$ cat src/rtl/shift_register_universal.sv
// Universal WIDTH-bit shift register: hold/load/shift/rotate/asr/clear per cycle,
// plus an unattended burst of `count` shifts reported through busy/done.
module shift_register_universal #(
    parameter int               WIDTH = 8,
    parameter logic [WIDTH-1:0] INIT  = '0,
    localparam int              CW    = $clog2(WIDTH) + 1
) (
    input  logic             clk,
    input  logic             rst,
    input  logic [2:0]       mode,
    input  logic [WIDTH-1:0] d,
    input  logic             sin,
    input  logic             start,
    input  logic [CW-1:0]    count,
    output logic [WIDTH-1:0] q,
    output logic             sout,
    output logic             busy,
    output logic             done
);

    typedef enum logic {IDLE, BURST} state_t;

    localparam logic [2:0] M_HOLD  = 3'd0;
    localparam logic [2:0] M_LOAD  = 3'd1;
    localparam logic [2:0] M_SHL   = 3'd2;
    localparam logic [2:0] M_SHR   = 3'd3;
    localparam logic [2:0] M_ROTL  = 3'd4;
    localparam logic [2:0] M_ROTR  = 3'd5;
    localparam logic [2:0] M_ASR   = 3'd6;
    localparam logic [2:0] M_CLEAR = 3'd7;

    state_t           state_reg, state_next;
    logic [WIDTH-1:0] q_reg, op_q;
    logic [2:0]       mode_reg;
    logic [CW-1:0]    remaining_reg;
    logic             done_reg;
    logic [2:0]       eff_mode;
    logic             accept;
    logic             last_shift;

    // While bursting, the latched mode drives both the datapath and sout.
    assign eff_mode   = (state_reg == BURST) ? mode_reg : mode;
    assign accept     = (state_reg == IDLE) && start && (mode >= M_SHL) && (mode <= M_ASR)
                        && (count != '0);
    assign last_shift = (state_reg == BURST) && (remaining_reg == CW'(1));

    always_comb begin
        op_q = q_reg;
        case (eff_mode)
            M_HOLD:  op_q = q_reg;
            M_LOAD:  op_q = d;
            M_SHL:   op_q = {q_reg[WIDTH-2:0], sin};
            M_SHR:   op_q = {sin, q_reg[WIDTH-1:1]};
            M_ROTL:  op_q = {q_reg[WIDTH-2:0], q_reg[WIDTH-1]};
            M_ROTR:  op_q = {q_reg[0], q_reg[WIDTH-1:1]};
            M_ASR:   op_q = {q_reg[WIDTH-1], q_reg[WIDTH-1:1]};
            M_CLEAR: op_q = '0;
            default: op_q = q_reg;
        endcase
    end

    // FSM state register
    always_ff @(posedge clk or posedge rst) begin
        if (rst) begin
            state_reg <= IDLE;
        end else begin
            state_reg <= state_next;
        end
    end

    // FSM next-state logic
    always_comb begin
        state_next = state_reg;
        case (state_reg)
            IDLE:    if (accept) state_next = BURST;
            BURST:   if (last_shift) state_next = IDLE;
            default: state_next = IDLE;
        endcase
    end

    // FSM outputs
    always_comb begin
        busy = 1'b0;
        case (state_reg)
            BURST:   busy = 1'b1;
            default: busy = 1'b0;
        endcase
    end

    // Datapath; the accepting edge only latches the burst, q is left untouched.
    always_ff @(posedge clk or posedge rst) begin
        if (rst) begin
            q_reg         <= INIT;
            mode_reg      <= M_HOLD;
            remaining_reg <= '0;
            done_reg      <= 1'b0;
        end else begin
            done_reg <= last_shift;
            if (accept) begin
                mode_reg      <= mode;
                remaining_reg <= count;
            end else begin
                q_reg <= op_q;
                if (state_reg == BURST) begin
                    remaining_reg <= remaining_reg - CW'(1);
                end
            end
        end
    end

    assign q    = q_reg;
    assign done = done_reg;
    assign sout = ((eff_mode == M_SHL) || (eff_mode == M_ROTL)) ? q_reg[WIDTH-1] : q_reg[0];

endmodule
$ cat config.mk
export PLATFORM = sky130hd
export DESIGN_NAME = shift_register_universal
export DESIGN_NICKNAME = d
export VERILOG_FILES = /design/src/rtl/shift_register_universal.sv
export SDC_FILE = /design/constraint.sdc
export NUM_CORES = 1
export LEC_CHECK = 0
export CAP_MARGIN = 20
export CORE_MARGIN = 1.5
export CORE_UTILIZATION = 48
export CTS_CLUSTER_SIZE = 30
export DETAILED_ROUTE_END_ITERATION = 6
export PLACE_DENSITY = 0.88
export SETUP_SLACK_MARGIN = 0.3
export SKIP_LAST_GASP = 1
export SYNTH_ARGS = -nofsm -noshare
export SYNTH_HDL_FRONTEND = slang
export SYNTH_SLANG_ARGS = --single-unit
$ cat constraint.sdc
create_clock -name clk -period 2.05 [get_ports clk]
set_input_delay 0.205 -clock clk [delete_from_list [all_inputs] [get_ports clk]]
set_output_delay 0.205 -clock clk [all_outputs]
set_load 0.01 [all_outputs]
==> out/metrics.yaml <==
detailed_routing:
  vias: 1228
  antenna_left: 0
  wl_per_cell_um: 17.1
  first_pass_iters: 4
  drc: 0
  dr.first_iter.drc_count: 73
  vias_per_cell: 6.11
  detail_route.wirelength_um: 3440
setup_path:
  critPathLaunchType: "flop"
  max_stage_delay_ns: 0.46
  critPathMaxFanout: 4
  path_depth: 5
  regToRegEndpoint: "q[0]$_DFFE_PP0P_"
  rrSetupSlack_ns: 0.31
  end_kind: "output pin"
  cp_num_buf_inv: 1
  crit_type: "flop to output pin"
  cp_top_family: "flip-flops"
  r2r_start: "state_reg$_DFF_PP0_"
  crit_end: "sout"
  slowest_stage: "dfrtp_2"
  r2r_cells: 7
  worstPathArrival_ns: 1.74
  cp-startpoint: "state_reg$_DFF_PP0_"
  worstPathRequired_ns: 1.85
  crit_chain: "mux2i_2, xor2_2, a21oi_1, a31o_1, buf_2"
global_routing:
  grtUsageMet2_pct: 48.3
  busiest_layer: "met2"
  grt.overflow.total: 0
  antenna_found_initial: 0
  grt_pass1_wl_um: 5310
  grt_max_degree: 20
  met3_usage_pct: 2.00
  met1_usage_pct: 32.8
  grt_use_total_pct: 26.5
  grt_pass1_vias: 1177
job:
  maxCapViolations: 0
cells_and_area:
  fillers: 171
  regArea_um2: 427
  nNetsFinal: 195
  final_cells: 201
  largest_reg_flops: 8
  drive_above_1_share_pct: 25.4
  n_antenna_cell: 0
  multiInputGateArea_um2: 717
  syn2layout_area_growth_pct: 42.0
floorplan:
  floorplan.core_area_um2: 2280
  initial_core_util_pct: 52.3
  die_h_um: 52.8
  rows: 17
  dieArea_um2: 2790
  die_w_um: 52.8
  top_level_ports: 30
sta:
  tns_ns: 0
  relSlewSlack_pct: 56.3
  rsz0062_at_grt: "yes"
  finalWorstSetupSlack_ns: 0.108
  slew_violations: 0
  hold_viol: 0
  finClkSkew_ns: 0.0106
  worstMarginPinSlew_ns: 0.655
  timing.final.crit_share_pct: 94.7
  min_period_ns: 1.94
  fmax_mhz: 515
  finalSetupViolations: 0
clock_network:
  cts_tree: "built"
  clk_pin_slew_ns: 0.11
  cts_root_buf: "clkbuf_4"
  insertion_delay_ns: 0.29
  cts.path.max_buffers: 2
  clkSinkCount: 17
  ctsHtreeMaxLevel: 1
  cts_made_buffers: 3
yosys:
  syn_area_um2: 1190
  ys_async_sr_fraction_pct: 100
  yosysWarnings: 0
  syn_avg_cell_area_um2: 9.53
  syn_inst: 125
  synthesis.nets: 146
  ys_types: 45
  synth_top_family_by_area: "compound AO/OA/AOI/OAI gates"
  muxShareOfSynthArea_pct: 7.25
  synth-seq-cells: 17
  synth_edf_count: 0
  synthFlopType: "dfrtp_1"
  synth_compound_area_share_pct: 24.5
  ys_seq_area_share_pct: 35.7
  synthAdderAreaFrac_pct: 2.10
  yosys.area_share.simple_pct: 19.9
  synthXorXnorAreaFrac_pct: 2.94
power_and_ir_drop:
  p_per_area_nw_per_um2: 1630
  leakagePower_nw: 0.711
  peakVddDrop_uv: 1170
place:
  io_buffers: 29
  hpwl_um: 2390
  dp_cells: 191
  place_ws_ns: -0.0291
  finalWeightedCongestion: 0.841
worst_hold_path:
  hp-class: "input port to asynchronous set/reset pin"
outcome:
  status: "completed"
[cell type report]
| class | instances | area share (%) |
|---|---|---|
| multi-input combinational | 95 | 42.4 |
| timing repair buffer | 49 | 26.9 |
| sequential | 17 | 25.2 |
| tap | 28 | 2.07 |
| inverter | 8 | 1.78 |
| clock buffer | 3 | 1.33 |
| clock inverter | 1 | 0.296 |
[cells in the mapped netlist (2+ instances only)]
cell | count | share of area, %
o22a_1 | 3 | 2.2
mux2i_2 | 2 | 2.3
inv_1 | 8 | 2.5
nor3_1 | 5 | 2.1
nor2_1 | 7 | 2.2
a21oi_1 | 5 | 2.1
nand2_1 | 18 | 5.7
ha_1 | 2 | 2.1
o21ai_0 | 3 | 1.3
a32oi_1 | 2 | 1.5
dfrtp_1 | 17 | 36
a31oi_1 | 9 | 4.7
o22ai_1 | 6 | 3.2
xor2_1 | 3 | 2.2
clkbuf_8 | 2 | 2.3
nor2_2 | 2 | 1.1
buf_6 | 3 | 2.8
[worst reg2reg max path: stages, from the launching register on]
cell and delay, ns:
dfrtp_2 0.46, buf_8 0.20, mux2i_4 0.29, buf_4 0.16, nor3_1 0.04, a31oi_1 0.16, a32oi_1 0.13, o32ai_1 0.22
[cells by family (layout without fill, tap and decap cells)]
| family | count (synthesis) | after routing |
|---|---|---|
| AND/OR/NAND/NOR | 43 | 43 |
| AO/OA/AOI/OAI | 40 | 40 |
| flip-flops | 17 | 17 |
| buffers and inverters | 13 | 61 |
| multiplexers | 6 | 6 |
| XOR/XNOR | 4 | 4 |
| adder cells (fa/ha/maj) | 2 | 2 |
[placed cells by master (no fill, tap or decap), drive strengths merged, types with 3 or more instances in the layout]
cell	n
a21oi	6
a31oi	9
buf	21
clkbuf	3
clkdlybuf4s50	28
dfrtp	17
inv	8
mux2i	4
nand2	18
nor2	10
nor3	5
o21ai	4
o22a	3
o22ai	6
xor2	3
[worst min path at each step]
stage / slack, ns / start / cells after the start / end
after CTS: 0.30 / rst / 2 / done$_DFF_PP0_
after floorplan: 0.13 / rst / 1 / done$_DFF_PP0_
final: 0.29 / rst / 2 / done$_DFF_PP0_
after global placement: 0.48 / remaining_reg[2]$_DFFE_PP0P_ / 1 / done$_DFF_PP0_
after detailed placement: 0.49 / remaining_reg[2]$_DFFE_PP0P_ / 1 / done$_DFF_PP0_
after global routing: 0.38 / rst / 2 / remaining_reg[3]$_DFFE_PP0P_
[power by group]
group / internal [W] / switching [W]
sequential: 0.000514 / 0.000203
clock: 0.0000725 / 0.000108
combinational: 0.000960 / 0.000902
[timing repair]
item                       4_1_cts  5_1_grt
pin swaps                        3        0
gates resized for setup          8        6
gates cloned                     0        0
setup buffers                    3        3
hold buffers                     0        0
setup endpoints to repair       13       12
[per-layer routing]
metal	routed length [µm]	share of wire (%)	up-vias
met5	0	0	-
met4	59	1.7	0
met3	157	4.6	14
met2	1830	53	62
met1	1390	40	591
li1	-	-	561
[stage by stage]
step                      cell area (µm²)  power [W]  util [%]  hold WS, ns
after floorplan                      1190    0.00173         -        0.131
after global placement               1570    0.00232      69.1        0.475
after detailed placement             1570    0.00239      69.1        0.488
after CTS                            1640    0.00266      72.0        0.304
after global routing                 1690    0.00294      74.3        0.384
final                                1690    0.00276      74.3        0.288
(Power assumes the default switching activity.)
